File: src/rtl/mu_pkg.sv
// Shared definitions for the mu-ledger commit stage: opcodes, gate status
// codes, reject reasons, log entry layout and the digest rotate helper.
// Optional feature macro used by mu_ledger: MU_LEDGER_CHAIN_EN.
package mu_pkg;

  // Instruction opcodes seen by the mu-Core gate
  localparam logic [7:0] OP_PNEW      = 8'h00;
  localparam logic [7:0] OP_PSPLIT    = 8'h01;
  localparam logic [7:0] OP_PMERGE    = 8'h02;
  localparam logic [7:0] OP_MDLACC    = 8'h05;
  localparam logic [7:0] OP_PDISCOVER = 8'h06;

  // Gate core_status codes
  localparam logic [31:0] CS_OK               = 32'd0;
  localparam logic [31:0] CS_BUSY             = 32'd1;
  localparam logic [31:0] CS_WAIT_RECEIPT     = 32'd2;
  localparam logic [31:0] CS_COST_DENIED      = 32'd3;
  localparam logic [31:0] CS_ISOLATION_DENIED = 32'd4;
  localparam logic [31:0] CS_FAULT            = 32'd5;

  // Reason reported alongside reject_pulse
  typedef enum logic [1:0] {
    RJ_COST      = 2'd0,
    RJ_ISOLATION = 2'd1,
    RJ_TIMEOUT   = 2'd2,
    RJ_MONOTONIC = 2'd3
  } reject_code_t;

  // Log entry layout: {instruction, prev_cost, new_cost}
  localparam int MU_W          = 32;
  localparam int LOG_W         = 96;
  localparam int LOG_INSTR_LSB = 64;
  localparam int LOG_PREV_LSB  = 32;
  localparam int LOG_NEW_LSB   = 0;

  // Rotate left by five, used by the running log digest
  function automatic logic [31:0] rotl5(input logic [31:0] v);
    return {v[26:0], v[31:27]};
  endfunction

endpackage

File: src/rtl/mu_log_fifo.sv
// First-word fall-through log FIFO. rdata presents the head entry whenever
// the FIFO is non-empty and reads as zero when empty. A push while full is
// accepted only if a pop happens on the same edge.
module mu_log_fifo #(
  parameter int DEPTH = 8,
  parameter int WIDTH = 96,
  localparam int AW   = $clog2(DEPTH),
  localparam int LW   = AW + 1
) (
  input  logic             clk,
  input  logic             rst_n,
  input  logic             push,
  input  logic [WIDTH-1:0] wdata,
  input  logic             pop,
  output logic [WIDTH-1:0] rdata,
  output logic             full,
  output logic             empty,
  output logic [LW-1:0]    level
);

  logic [WIDTH-1:0] mem [DEPTH];
  logic [AW-1:0]    wr_ptr;
  logic [AW-1:0]    rd_ptr;
  logic [LW-1:0]    count;
  logic             do_push;
  logic             do_pop;

  assign full    = (count == LW'(DEPTH));
  assign empty   = (count == '0);
  assign level   = count;
  assign do_pop  = pop && !empty;
  assign do_push = push && (!full || do_pop);
  assign rdata   = empty ? '0 : mem[rd_ptr];

  // Pointer and occupancy tracking; pointers wrap naturally (power-of-two depth)
  // NOTE: sequential state uses non-blocking assignments so every register
  // samples pre-edge values regardless of statement order.
  always_ff @(posedge clk or negedge rst_n) begin
    if (!rst_n) begin
      wr_ptr <= '0;
      rd_ptr <= '0;
      count  <= '0;
    end else begin
      if (do_push) wr_ptr <= wr_ptr + 1'b1;
      if (do_pop)  rd_ptr <= rd_ptr + 1'b1;
      case ({do_push, do_pop})
        2'b10:   count <= count + 1'b1;
        2'b01:   count <= count - 1'b1;
        default: count <= count;
      endcase
    end
  end

  // Entry storage
  // NOTE: the storage array has no reset; emptiness is tracked by count and
  // rdata is masked while empty, so stale contents are never visible.
  always_ff @(posedge clk) begin
    if (do_push) mem[wr_ptr] <= wdata;
  end

endmodule

File: src/rtl/mu_ledger.sv
// mu-ledger commit stage. Samples the cost/partition gate verdict for each
// instruction, commits the proposed absolute mu-cost to the architectural
// accumulator or rejects it with a reason code, and logs every commit into
// a FWFT FIFO drained over log_valid/log_ready.
// Optional feature: define MU_LEDGER_CHAIN_EN to build the running
// chain_digest register; otherwise chain_digest is constant zero.
module mu_ledger
  import mu_pkg::*;
#(
  parameter int FIFO_DEPTH     = 8,
  parameter int TIMEOUT_CYCLES = 16,
  parameter int CNT_W          = 16
) (
  input  logic                        clk,
  input  logic                        rst_n,
  input  logic                        instr_valid,
  input  logic [31:0]                 instruction,
  input  logic [31:0]                 proposed_cost,
  input  logic                        instr_allowed,
  input  logic                        cost_gate_open,
  input  logic                        partition_gate_open,
  input  logic [31:0]                 core_status,
  output logic [31:0]                 mu_accumulator,
  output logic                        commit_pulse,
  output logic                        reject_pulse,
  output logic [1:0]                  reject_code,
  output logic                        busy,
  output logic [CNT_W-1:0]            commit_count,
  output logic [CNT_W-1:0]            reject_count,
  output logic                        log_valid,
  input  logic                        log_ready,
  output logic [95:0]                 log_data,
  output logic [$clog2(FIFO_DEPTH):0] log_level,
  output logic [31:0]                 chain_digest
);

  localparam int TMO_W = $clog2(TIMEOUT_CYCLES);
  localparam logic [TMO_W-1:0] TMO_LAST = TMO_W'(TIMEOUT_CYCLES - 1);

  localparam logic [2:0] S_IDLE      = 3'd0;
  localparam logic [2:0] S_WAIT_GATE = 3'd1;
  localparam logic [2:0] S_COMMIT    = 3'd2;
  localparam logic [2:0] S_REJECT    = 3'd3;
  localparam logic [2:0] S_DONE      = 3'd4;

  logic [2:0]       state_q;
  logic             instr_valid_q;
  logic [31:0]      instr_q;
  logic [31:0]      cost_q;
  logic [TMO_W-1:0] tmo_q;
  reject_code_t     pend_code_q;
  logic [31:0]      acc_q;
  logic             commit_pulse_q;
  logic             reject_pulse_q;
  logic [1:0]       reject_code_q;
  logic [CNT_W-1:0] commit_cnt_q;
  logic [CNT_W-1:0] reject_cnt_q;

  logic             instr_rise;
  logic             gate_open;
  logic             mono_bad;
  logic             fifo_full;
  logic             fifo_empty;
  logic             fifo_pop;
  logic             can_push;
  logic             do_commit;
  logic [LOG_W-1:0] push_data;

  assign instr_rise = instr_valid && !instr_valid_q;
  assign gate_open  = instr_allowed && cost_gate_open && partition_gate_open;
  assign mono_bad   = (cost_q < acc_q);
  assign fifo_pop   = log_ready && !fifo_empty;
  // A full FIFO still takes the push when the consumer pops on the same edge
  assign can_push   = !fifo_full || log_ready;
  assign do_commit  = (state_q == S_COMMIT) && !mono_bad && can_push;

  // Assemble the log entry for the commit in progress
  // NOTE: default-assign every always_comb output first so no path can
  // leave it unassigned and infer a latch.
  always_comb begin
    push_data = '0;
    push_data[LOG_INSTR_LSB +: MU_W] = instr_q;
    push_data[LOG_PREV_LSB  +: MU_W] = acc_q;
    push_data[LOG_NEW_LSB   +: MU_W] = cost_q;
  end

  // Commit FSM, accumulator, outcome strobes and counters
  always_ff @(posedge clk or negedge rst_n) begin
    if (!rst_n) begin
      state_q        <= S_IDLE;
      instr_valid_q  <= 1'b0;
      instr_q        <= '0;
      cost_q         <= '0;
      tmo_q          <= '0;
      pend_code_q    <= RJ_COST;
      acc_q          <= '0;
      commit_pulse_q <= 1'b0;
      reject_pulse_q <= 1'b0;
      reject_code_q  <= '0;
      commit_cnt_q   <= '0;
      reject_cnt_q   <= '0;
    end else begin
      instr_valid_q  <= instr_valid;
      commit_pulse_q <= 1'b0;
      reject_pulse_q <= 1'b0;
      case (state_q)
        S_IDLE: begin
          if (instr_rise) begin
            instr_q <= instruction;
            cost_q  <= proposed_cost;
            tmo_q   <= '0;
            state_q <= S_WAIT_GATE;
          end
        end
        S_WAIT_GATE: begin
          if (!instr_valid) begin
            state_q <= S_IDLE;
          end else if (core_status == CS_COST_DENIED) begin
            pend_code_q <= RJ_COST;
            state_q     <= S_REJECT;
          end else if (core_status == CS_ISOLATION_DENIED) begin
            pend_code_q <= RJ_ISOLATION;
            state_q     <= S_REJECT;
          end else if (gate_open) begin
            state_q <= S_COMMIT;
          end else if (tmo_q == TMO_LAST) begin
            pend_code_q <= RJ_TIMEOUT;
            state_q     <= S_REJECT;
          end else begin
            tmo_q <= tmo_q + 1'b1;
          end
        end
        S_COMMIT: begin
          // Once here the instruction is committed or rejected; a falling
          // instr_valid during a FIFO stall does not abort it.
          if (mono_bad) begin
            pend_code_q <= RJ_MONOTONIC;
            state_q     <= S_REJECT;
          end else if (can_push) begin
            acc_q          <= cost_q;
            commit_pulse_q <= 1'b1;
            commit_cnt_q   <= commit_cnt_q + 1'b1;
            state_q        <= S_DONE;
          end
        end
        S_REJECT: begin
          reject_pulse_q <= 1'b1;
          reject_code_q  <= pend_code_q;
          if (reject_cnt_q != '1) reject_cnt_q <= reject_cnt_q + 1'b1;
          state_q <= S_DONE;
        end
        S_DONE: begin
          if (!instr_valid) state_q <= S_IDLE;
        end
        default: state_q <= S_IDLE;
      endcase
    end
  end

  mu_log_fifo #(
    .DEPTH (FIFO_DEPTH),
    .WIDTH (LOG_W)
  ) u_log_fifo (
    .clk   (clk),
    .rst_n (rst_n),
    .push  (do_commit),
    .wdata (push_data),
    .pop   (fifo_pop),
    .rdata (log_data),
    .full  (fifo_full),
    .empty (fifo_empty),
    .level (log_level)
  );

`ifdef MU_LEDGER_CHAIN_EN
  logic [31:0] digest_q;

  // Running digest folded in on the same edge as the accumulator update
  always_ff @(posedge clk or negedge rst_n) begin
    if (!rst_n) begin
      digest_q <= '0;
    end else if (do_commit) begin
      digest_q <= rotl5(digest_q) ^ instr_q ^ cost_q;
    end
  end

  assign chain_digest = digest_q;
`else
  assign chain_digest = '0;
`endif

  assign mu_accumulator = acc_q;
  assign commit_pulse   = commit_pulse_q;
  assign reject_pulse   = reject_pulse_q;
  assign reject_code    = reject_code_q;
  assign busy           = (state_q != S_IDLE);
  assign commit_count   = commit_cnt_q;
  assign reject_count   = reject_cnt_q;
  assign log_valid      = !fifo_empty;

endmodule

File: config.mk
export PLATFORM = sky130hd
export DESIGN_NAME = mu_ledger
export DESIGN_NICKNAME = d
export VERILOG_FILES = /design/src/rtl/mu_pkg.sv /design/src/rtl/mu_log_fifo.sv /design/src/rtl/mu_ledger.sv
export SDC_FILE = /design/constraint.sdc
export NUM_CORES = 1
export LEC_CHECK = 0
export CAP_MARGIN = 10
export CORE_AREA = 2 2 255 257
export DETAILED_ROUTE_END_ITERATION = 6
export DIE_AREA = 0 0 257 259
export GPL_ROUTABILITY_DRIVEN = 1
export PLACE_DENSITY = 0.88
export SYNTH_ARGS = -nofsm -noshare
export SYNTH_HDL_FRONTEND = slang
export SYNTH_HIERARCHICAL = 1
export SYNTH_SLANG_ARGS = --single-unit
File: constraint.sdc
create_clock -name clk -period 13.75 [get_ports clk]
set_clock_uncertainty 0.05 [all_clocks]
set_input_delay 2.75 -clock clk [delete_from_list [all_inputs] [get_ports clk]]
set_output_delay 2.75 -clock clk [all_outputs]
set_load 0.05 [all_outputs]
---- Yosys cells after proc, flatten, opt, wreduce, memory -nomap -nowiden ----
Memory sizes are Yosys's and may differ from the RTL's.
Index checks and enable logic that the tools add are counted.
storage, ports and cells
  register bits after elaboration ......... 152
  input bits .............................. 103
  word-level logic and storage cells ...... 106
  memories kept ........................... 1
  bits in writable memories ............... 768
memory list
  name            words  width  rd ports  clocked after memory_dff  write ports  line               source
  u_log_fifo.mem  8      96     1         0                         1            mu_log_fifo.sv:21  logic [WIDTH-1:0] mem [DEPTH];
operators by class
  bitwise logic cells ..................... 1
  reductions and logical operators ........ 26
  add/subtract/negate cells ............... 7
  order comparisons ....................... 1
  multiplexer cells ....................... 32
  equality and inequality tests ........... 23
operator list
  kind                   count
  $mux 96                1
  $add 16x1->16 const B  2
  $eq 32x2->1 const B    1
  $eq 32x3->1 const B    1
  $lt 32x32->1           1
  $mux 3                 9
  $mux 4                 6
  $ne 16x16->1 const B   1
  $ne 2x2->1 const B     8
  $pmux 4 s2             2
  $pmux 3 s5             1
  $mux 2                 6
  $add 4x1->4 const B    2
  $eq 4x4->1 const B     2
  $logic_and 1x1->1      8
  $ne 4x4->1 const B     2
  $reduce_and 7->1       1
  $add 3x1->3 const B    2
  $eq 3x2->1 const B     2
  $mux 1                 6
  $ne 6x6->1 const B     1
  $reduce_bool 2->1      3
  $reduce_and 5->1       1
  $logic_not 1->1        4
  other kinds (15)       17

---- Longest topological paths before layout ----
Gate-level depths: netlist of the first run.
  word-level depth ........................ 8
  depth in mapped cells ................... 16

---- Cells and area by module ----
Netlist of the first run, hierarchy kept.
modules (own cells, without submodules)
  module       area each (um2)  cells each  instances
  mu_log_fifo  29792.3          1282        1
  mu_ledger    6764.0           604         1

---- Worst setup path before layout of the first run ----
No wires, ideal clock.
  path kind ............................... input to register
  start ................................... input log_ready
  end ..................................... memory u_log_fifo.mem[0][0], enable pin
  library setup time ...................... 668 ps
  stages on the path ...................... 9
  path slack .............................. 2582 ps
  data arrival time ....................... 10450 ps
  cell sequence ........................... inv_1 nand2_1 nand3_1 o22a_1 a21oi_4 buf_2 o31a_4 nand2b_1 nor3_1
on the way
  elaborated cells on any way between the ends .. 8
  classes of those cells .................. 2 x mux; 6 x reduce/logical
RTL lines
  what                          line               source
  start: declaration            mu_ledger.sv:31    input logic log_ready,
  $logic_or 1x1->1              mu_ledger.sv:74    assign can_push = !fifo_full || log_ready;
  $logic_and 1x1->1             mu_ledger.sv:75    assign do_commit = (state_q == S_COMMIT) && !mono_bad && can_push;
  via do_commit                 mu_ledger.sv:66    logic do_commit;
  $logic_and 1x1->1             mu_log_fifo.sv:32  assign do_push = push && (!full || do_pop);
  $mux 1                        mu_log_fifo.sv:58  if (do_push) mem[wr_ptr] <= wdata;
  $mux 1 (not written as such)  mu_log_fifo.sv:58
  end: declaration              mu_log_fifo.sv:21
The timed path passes the listed nets, and every way through them passes these cells.

---- Final worst setup path of the first run ----
  start ................................... register u_log_fifo.rd_ptr[1]
  end ..................................... output log_data[34]
on the way
  cells in the longest elaborated chain, start to end .. 2
ends and longest elaborated chain
  what                      line               source
  start: declaration        mu_log_fifo.sv:23  logic [AW-1:0] rd_ptr;
  start signal: assignment  mu_log_fifo.sv:45  if (do_pop) rd_ptr <= rd_ptr + 1'b1;
  $mem_v2 8x96              -
  $mux 96                   mu_log_fifo.sv:33  assign rdata = empty ? '0 : mem[rd_ptr];
  end: declaration          mu_ledger.sv:32    output logic [95:0] log_data,
No other way between the ends.

==> results.yml, run 1 <==
clock_network:
  cts_resized: 0
  cts_root_buf: "clkbuf_16"
  clk_pin_slew_ns: 0.06
  insertion_delay_ns: 0.63
  cts_made_buffers: 89
  cts_sinks: 920
  ctsLongestPathBuffers: 3
  hold_buffers: 0
  htree_levels: 3
  postCtsSetupRepairBufs: 0
  cts_tree: "built"
placed_design:
  dp_slack_ns: 6.706
  place_congestion: 0.7931
  place_hpwl_um: 47780
  io_buffer_count: 272
routing:
  vias: 19080
  wl_per_cell_um: 26.88
  vias_per_cell: 6.114
  drc: 0
  drt_iter0_markers: 1701
  antenna_left: 0
  firstDrtPassIters: 5
  totalWireLength_um: 83870
floorplan:
  die_h_um: 259
  die_x_um: 257
  coreArea_mm2: 0.06388
  ioPinCount: 305
  initial_utilization: 0.5722
  die_area_mm2: 0.06656
  fp-row-count: 93
yosys:
  synth.top_cells.by_count: "edfxtp_1 (768), mux4_2 (192), dfrtp_1 (152)"
  syn_avg_cell_area_um2: 19.38
  synth_warnings: 6
  synthArstFlopShare: 0.1652
  seq_area_frac_synth: 0.7349
  synth_edf_count: 768
  synthCells: 1886
  netlist_area_mm2: 0.03656
  synth_top_area_cell: "edfxtp_1"
  synth_flop_cell: "edfxtp_1"
  synth_top_area_frac: 0.6309
  synth_seq_cells: 920
  yosysUniqueCellTypes: 58
  synth_most_common_cell: "edfxtp_1"
  ys_top_cells_by_area: "edfxtp_1 (63%), mux4_2 (12%), dfrtp_1 (10%)"
layout:
  syn2layout_area_growth_pct: 17.77
  finalNetCount: 2332
  fillers: 3886
  final_layout_size_suffix_gt1_frac: 0.2009
  diodes: 0
global_route:
  overflow: 0
  grt_pass1_vias: 20070
  grt_max_degree: 115
  grt_antenna_before_repair: 2
  gr-usage-all-layers: 0.2553
  grt_pass1_wl_um: 126700
worst_setup_path:
  cpMaxStageDelayCell: "buf_4"
  cp_max_fo: 71
  crit_family: "buffers and inverters"
  cp-start-kind: "register"
  arrival_ns: 4.34
  cp.buffers_inverters: 2
  crit_path_max_incr_delay_ns: 0.98
  path_class: "reg2out"
  crit_required_ns: 10.95
  crit_path_cell_trace: "buf_4 -> mux4_2 -> mux2i_1 -> nor2_1 -> clkdlybuf4s50_1"
  crit_path_end_kind: "output pin"
timing:
  setup_tns_ns: 0
  finalCriticalPeriod_ns: 7.136
  maxSlewHeadroom: 0.2276
  tightest_slew_ns: 1.159
  fin_ws_ns: 6.614
  hold_viol: 0
  max_freq_mhz: 140.1
  period_share: 0.5190
  setup_viol_count_final: 0
  final-max-slew-violation-count: 0
  grt_setup_unrepaired: "no"
  hold_slack_ns: 0.4279
flow_run:
  drv_cap: 0
power:
  p_leak_nw: 14.93
  ir_worst_vdd_mv: 0.1776
  p_per_area_mw_per_mm2: 244.3
outcome:
  status: "complete, no violations"
worst_hold_path:
  hold_class: "reg2reg"
==> logic make-up (layout without fill, tap and decap cells) <==
kind of cell,count (synthesis),in the layout,synth area share
AOI/OAI and AO/OA,93,93,0.01602
xor gates and xnor gates,37,37,0.008865
and+or+nand+nor,276,276,0.03443
muxes,360,360,0.1668
adders and majority gates,39,39,0.01355
DFF,920,920,0.7349
buffers and inverters,160,508,0.02529
other,1,32,0.0001026
==> power by group <==
group	internal, mW	switching, mW	total, mW
clock	1.48	1.03	2.51
combinational	1.49	2.37	3.86
sequential	3.58	0.562	4.15
==> area by class of cell <==
type | count | area, um^2 | share of cell area
Clock buffer | 121 | 2613 | 0.06068
Clock inverter | 45 | 445.4 | 0.01035
Inverter | 42 | 157.7 | 0.003662
Multi-Input combinational cell | 837 | 8942 | 0.2077
Sequential cell | 920 | 26880 | 0.6243
Tap cell | 855 | 1070 | 0.02485
Timing Repair Buffer | 300 | 2947 | 0.06844
==> per-layer routing <==
layer	part of all wire	track usage	up-vias	wire [um]
li1	-	-	7987	-
met1	0.38	0.3434	9934	31460
met2	0.51	0.4251	1009	42530
met3	0.091	0.05116	146	7600
met4	0.027	0.08285	0	2278
met5	0	0	-	0
==> sequential cells by signal (all words and copies together), names as in the netlist <==
signal             count
commit_count          16
commit_pulse           1
cost_q                32
instr_q               32
instr_valid_q          1
mu_accumulator        32
pend_code_q            2
reject_code            2
reject_count          16
reject_pulse           1
state_q                3
tmo_q                  4
u_log_fifo/level       4
u_log_fifo/mem       768
u_log_fifo/rd_ptr      3
u_log_fifo/wr_ptr      3
==> metrics by stage <==
stage,util,total power [mW],cell area (um^2),cells
after CTS,0.6739,10.59,43050,3120
final,0.6739,10.52,43050,3120
after floorplan,-,6.729,36670,1917
after detailed placement,0.6260,8.031,39990,2954
after global placement,0.6260,7.891,39990,2954
after global routing,0.6739,10.93,43050,3120
==> path summary, 6_finish.rpt <==
path | slack (ns) | endpoint | depth (start not counted) | from
max in group asynchronous | 10.15 | reject_count[11]$_DFFE_PN0P_ | 2 | rst_n
min in group asynchronous | 2.06 | commit_count[1]$_DFFE_PN0P_ | 1 | rst_n
worst max register to register | 8.26 | u_log_fifo/mem[3][84]$_DFFE_PP_ | 12 | mu_accumulator[26]$_DFFE_PN0P_
worst min register to register | 0.43 | commit_count[15]$_DFFE_PN0P_ | 1 | commit_count[15]$_DFFE_PN0P_
worst min-delay path | 0.43 | commit_count[15]$_DFFE_PN0P_ | 1 | commit_count[15]$_DFFE_PN0P_
worst max-delay path | 6.61 | log_data[34] | 5 | u_log_fifo/rd_ptr[1]$_DFFE_PN0N_
==> cell usage in the layout (no fill, tap or decap), drive strengths merged, types with 6 or more instances in the layout <==
cell / Yosys / routed
inv: 42 / 45
edfxtp: 768 / 768
xnor2: 32 / 32
o21ai: 48 / 48
ha: 38 / 38
clkinv: 0 / 30
nor2: 117 / 117
and3: 8 / 8
mux4: 192 / 192
clkbuf: 16 / 121
mux2i: 97 / 97
buf: 102 / 29
clkdlybuf4s50: 0 / 271
conb: 1 / 32
nor4: 6 / 6
nand2: 69 / 69
nand3: 19 / 19
nand2b: 10 / 10
bufinv: 0 / 8
nand4: 17 / 17
mux2: 71 / 71
nor3: 8 / 8
a21oi: 18 / 18
dfrtp: 152 / 152
Power figures use the tool's default switching activity.
==> inputs of run 2 (changes only) <==
==> constraint.sdc (replaced) <==
create_clock -name clk -period 6.78 [get_ports clk]
set_clock_uncertainty 0.05 [all_clocks]
set_input_delay 1.356 -clock clk [delete_from_list [all_inputs] [get_ports clk]]
set_output_delay 1.356 -clock clk [all_outputs]
set_load 0.05 [all_outputs]
==> run 2 against run 1 <==
Net effect:
- sequential power up 100%
- sequential cell count is the same
- non-clock buffer count unchanged
- sequential share of layout area shrank 0.15 points
- largest power group unchanged
- design area is 0.24% higher
- clock-buffer cell count fell by 1
- die area is the same
- global-route usage is essentially flat
- worst setup slack got worse by 5.1 ns
- critical endpoint is now log_data[53]
- total power grew 100%
- hold slack gained 0.012 ns
- critical path depth unchanged
==> results.yml, run 2 (synthesized netlist as in run 1, its figures left out) <==
power:
  sw_frac_of_total: 0.3805
  seqPwrFrac: 0.393
  ir_worst_vdd_mv: 0.3834
  p_sw_mw: 8.135
  p_comb_frac: 0.370
  p_int_mw: 13.24
  p_per_area_mw_per_mm2: 495.4
  pwr-share-clk: 0.237
  p_leak_nw: 14.92
routing:
  vias_per_cell: 6.135
  vias: 19170
  totalWireLength_um: 83590
  wl_per_cell_um: 26.76
  drc: 0
  drt_iter0_markers: 2032
  firstDrtPassIters: 5
  antenna_left: 0
placed_design:
  place_congestion: 0.8533
  io_buffer_count: 272
  place_inst: 2954
  dp_slack_ns: 1.618
  place_hpwl_um: 47960
worst_setup_path:
  crit_path_end_kind: "output pin"
  cp_max_fo: 61
  cp-start-kind: "register"
  crit_required_ns: 5.37
  arrival_ns: 3.90
  path_class: "reg2out"
timing:
  hold_viol: 0
  setup_tns_ns: 0
  period_share: 0.7827
  maxSlewHeadroom: 0.2397
  grt_setup_unrepaired: "no"
  max_freq_mhz: 188.5
  fin_ws_ns: 1.474
  tightest_slew_ns: 1.141
  finalCriticalPeriod_ns: 5.306
  hold_slack_ns: 0.4403
  setup_viol_count_final: 0
  final-max-slew-violation-count: 0
clock_network:
  cts_sinks: 920
  hold_buffers: 0
  cts_made_buffers: 91
  ctsLongestPathBuffers: 3
  cts_tree: "built"
  postCtsSetupRepairBufs: 0
  cts_resized: 0
  htree_levels: 3
  cts_root_buf: "clkbuf_16"
  clk_pin_slew_ns: 0.06
  insertion_delay_ns: 0.65
flow_run:
  drv_cap: 0
layout:
  final_common_cell: "edfxtp_1"
  final_cell_mix: "edfxtp_1 (768), clkdlybuf4s50_1 (271), mux4_2 (192)"
  finalNonFillerCells: 3124
  largest_reg_flops: 768
  final_util: 0.6756
  final_layout_size_suffix_gt1_frac: 0.1983
  largest-register: "u_log_fifo/mem"
  syn2layout_area_growth_pct: 18.05
  finalNetCount: 2334
  diodes: 0
global_route:
  grt_antenna_before_repair: 1
  grt_pass1_vias: 20190
  grt_pass1_wl_um: 126700
  overflow: 0
  gr-usage-all-layers: 0.2552
  grt_max_degree: 109
floorplan:
  die_h_um: 259
  fp-row-count: 93
  die_area_mm2: 0.06656
  ioPinCount: 305
  die_x_um: 257
  coreArea_mm2: 0.06388
  initial_utilization: 0.5722
outcome:
  status: "complete, no violations"
worst_hold_path:
  hold_class: "reg2reg"
## run 2: cell types whose count changed in the layout (fill, tap and decap cells not counted), sizes merged
| cell | change |
|---|---|
| clkinv | +3 |
| bufinv | +1 |
| clkinvlp | +1 |
| buf | -1 |
## run 2: layout make-up
cell class | instances | area, um^2
well taps | 855 | 1070
fillers | 3790 | 20730
repair buffers | 300 | 3062
clock buffers | 120 | 2466
clock inverters | 50 | 569.3
flip-flops and latches | 920 | 26880
multi-input cells | 837 | 8955
inverters | 42 | 157.7
## run 2: final timing paths
check | from | end | slack (ns) | cells past startpoint
hold / removal | commit_count[15]$_DFFE_PN0P_ | commit_count[15]$_DFFE_PN0P_ | 0.44 | 1
setup reg to reg | mu_accumulator[24]$_DFFE_PN0P_ | u_log_fifo/level[3]$_DFFE_PN0P_ | 1.87 | 16
setup / recovery | u_log_fifo/level[1]$_DFFE_PN0P_ | log_data[53] | 1.47 | 5
min in group asynchronous | rst_n | reject_count[10]$_DFFE_PN0P_ | 0.83 | 1
hold reg to reg | commit_count[15]$_DFFE_PN0P_ | commit_count[15]$_DFFE_PN0P_ | 0.44 | 1
max in group asynchronous | rst_n | state_q[2]$_DFFE_PN0P_ | 4.54 | 2
## run 2: power by group through the flow
| stage | Clock (mW) | Combinational [mW] | Sequential (mW) |
|---|---|---|---|
| after floorplan | 0 | 5.31 | 8.33 |
| after global placement | 0 | 7.69 | 8.36 |
| after detailed placement | 0 | 7.83 | 8.49 |
| after CTS | 5.13 | 7.95 | 8.40 |
| after global routing | 5.33 | 8.31 | 8.53 |
| final | 5.06 | 7.91 | 8.40 |
## run 2: critical path, stage by stage, from the launching register on
cell	delay (ns)
dfrtp_1	0.43
or3_1	0.59
nor2_4	0.92
buf_12	0.34
nor2_1	0.13
clkdlybuf4s50_1	0.74
## run 2: routing by layer
metal / routed length, um / track usage
met1: 31240 / 0.3372
met4: 2655 / 0.09448
met3: 7293 / 0.05214
met5: 0 / 0
met2: 42400 / 0.4254
## run 2: stage by stage
step,instance area (um^2),power (mW)
global placement,40120,16.05
finish,43160,21.38
floorplan,36680,13.64
CTS,43160,21.48
global route,43160,22.17
detailed placement,40120,16.32
==> inputs of run 3 (changes only) <==
--- a/config.mk
+++ b/config.mk
@@ -6,11 +6,11 @@
 export NUM_CORES = 1
 export LEC_CHECK = 0
 export CAP_MARGIN = 10
-export CORE_AREA = 2 2 255 257
+export CORE_AREA = 2 2 269 271
 export DETAILED_ROUTE_END_ITERATION = 6
-export DIE_AREA = 0 0 257 259
+export DIE_AREA = 0 0 271 273
 export GPL_ROUTABILITY_DRIVEN = 1
-export PLACE_DENSITY = 0.88
+export PLACE_DENSITY = 0.84
 export SYNTH_ARGS = -nofsm -noshare
 export SYNTH_HDL_FRONTEND = slang
 export SYNTH_HIERARCHICAL = 1
==> constraint.sdc (replaced) <==
create_clock -name clk -period 4.8 [get_ports clk]
set_clock_uncertainty 0.05 [all_clocks]
set_input_delay 0.96 -clock clk [delete_from_list [all_inputs] [get_ports clk]]
set_output_delay 0.96 -clock clk [all_outputs]
set_load 0.05 [all_outputs]
==> run 3 against run 2 <==
Net effect:
- sequential cell count unchanged
- register-to-register slack worse by 1.4 ns
- non-clock buffer count up 21
- critical path type unchanged
- largest cell class unchanged
==> results.yml, run 3 (synthesized netlist as in run 1, its figures left out) <==
outcome:
  status: "complete, no violations"
floorplan:
  initial_utilization: 0.5149
  fp-row-count: 98
  die_h_um: 273
  ioPinCount: 305
  die_area_mm2: 0.07398
  die_x_um: 271
  coreArea_mm2: 0.07100
global_route:
  gr-usage-all-layers: 0.2341
  overflow: 0
  grt_max_degree: 83
  grt_pass1_vias: 20490
  grt_antenna_before_repair: 2
  grt_pass1_wl_um: 129200
worst_setup_path:
  cp-start-kind: "register"
  cp-startpoint: "u_log_fifo/rd_ptr[1]$_DFFE_PN0N_"
  cp_max_fo: 55
  crit_path_end_kind: "output pin"
  crit_required_ns: 3.79
  rrSetupSlack_ns: 0.51
  path_class: "reg2out"
  crit_end: "log_data[3]"
  reg2reg_from: "cost_q[27]$_DFFE_PN0P_"
  r2r_cells: 14
  arrival_ns: 3.60
  timing.rr.end: "u_log_fifo/level[3]$_DFFE_PN0P_"
timing:
  fin_ws_ns: 0.1881
  grt_setup_unrepaired: "no"
  tightest_slew_ns: 0.9195
  period_share: 0.9608
  setup_viol_count_final: 0
  max_freq_mhz: 216.8
  maxSlewHeadroom: 0.3870
  final-max-slew-violation-count: 0
  hold_viol: 0
  finalCriticalPeriod_ns: 4.612
routing:
  antenna_left: 0
  drc: 0
  drt_iter0_markers: 2045
  vias: 19150
  totalWireLength_um: 85970
  firstDrtPassIters: 5
  wl_per_cell_um: 26.55
  vias_per_cell: 5.913
flow_run:
  drv_cap: 0
clock_network:
  cts_made_buffers: 89
  insertion_delay_ns: 0.66
  ctsLongestPathBuffers: 3
  clk_pin_slew_ns: 0.06
  cts_tree: "built"
  hold_buffers: 0
  postCtsSetupRepairBufs: 0
  cts_resized: 0
  cts_root_buf: "clkbuf_16"
  cts_sinks: 920
  htree_levels: 3
placed_design:
  dp_slack_ns: 0.7246
  place_inst: 3070
  io_buffer_count: 272
  place_hpwl_um: 51430
  place_congestion: 0.8089
layout:
  finalNetCount: 2353
  final_layout_size_suffix_gt1_frac: 0.2238
  diodes: 0
  finalNonFillerCells: 3238
  largest_reg_flops: 768
  syn2layout_area_growth_pct: 19.71
  final_common_cell: "edfxtp_1"
  final_cell_mix: "edfxtp_1 (768), clkdlybuf4s50_1 (271), mux4_2 (192)"
  fillers: 4638
  largest-register: "u_log_fifo/mem"
power:
  p_leak_nw: 15.11
  fin_total_pwr_mw: 30.86
  ir_worst_vdd_mv: 0.6384
  p_per_area_mw_per_mm2: 705.1
worst_hold_path:
  hold_class: "in2async"
-- run 3: changes by cell type in the layout (fill, tap and decap cells not counted), sizes merged --
cell,before,now
buf,28,50
clkinv,33,21
inv,45,49
clkinvlp,5,8
bufinv,9,11
-- run 3: worst min path at each step --
| stage | startpoint | end | slack, ns | depth (start not counted) |
|---|---|---|---|---|
| 3_5_place_dp | commit_count[15]$_DFFE_PN0P_ | commit_count[15]$_DFFE_PN0P_ | 0.42 | 1 |
| 3_3_place_gp | commit_count[15]$_DFFE_PN0P_ | commit_count[15]$_DFFE_PN0P_ | 0.42 | 1 |
| 6_report | rst_n | commit_count[12]$_DFFE_PN0P_ | 0.30 | 1 |
| 4_1_cts | rst_n | commit_count[12]$_DFFE_PN0P_ | 0.32 | 1 |
| 2_1_floorplan | pend_code_q[0]$_DFFE_PN0P_ | pend_code_q[0]$_DFFE_PN0P_ | 0.43 | 2 |
| 5_1_grt | rst_n | commit_count[12]$_DFFE_PN0P_ | 0.36 | 1 |
-- run 3: where the power goes --
group | total, mW | internal [mW] | switching (mW)
clock | 7.46 | 4.39 | 3.08
combinational | 11.5 | 4.43 | 7.06
sequential | 11.9 | 10.3 | 1.63
-- run 3: area by class of cell --
cell class              instances  area [um^2]  area share
repair buffers                321         3292     0.07522
flip-flops and latches        920        26900      0.6146
well taps                     950         1189     0.02716
multi-input cells             837         9025      0.2062
clock buffers                 121         2559     0.05847
inverters                      42        157.7    0.003602
clock inverters                47        643.1     0.01470
-- run 3: layer usage --
layer / routed length (um) / vias up / part of all wire / GRT usage
met2: 43010 / 1023 / 0.50 / 0.3894
met1: 32650 / 9939 / 0.38 / 0.3064
li1: - / 8032 / - / -
met3: 7949 / 151 / 0.092 / 0.05641
met5: 13 / - / 0.00015 / 0
met4: 2341 / 2 / 0.027 / 0.07648
-- run 3: worst max-delay path, cell delays in order (launching register included) --
cell and delay, ns:
dfrtp_4 1.02, buf_12 0.30, mux4_2 0.24, mux2i_1 0.07
nor2_1 0.41, clkdlybuf4s50_1 0.90
-- run 3: metrics by stage --
step / hold slack (ns) / util / TNS, ns / area, um^2
after floorplan: 0.4332 / - / -245.03 / 36820
after global placement: 0.4174 / 0.5713 / 0 / 40560
after detailed placement: 0.4179 / 0.5713 / 0 / 40560
after CTS: 0.3228 / 0.6164 / 0 / 43760
after global routing: 0.3591 / 0.6164 / 0 / 43760
final: 0.3031 / 0.6164 / 0 / 43760
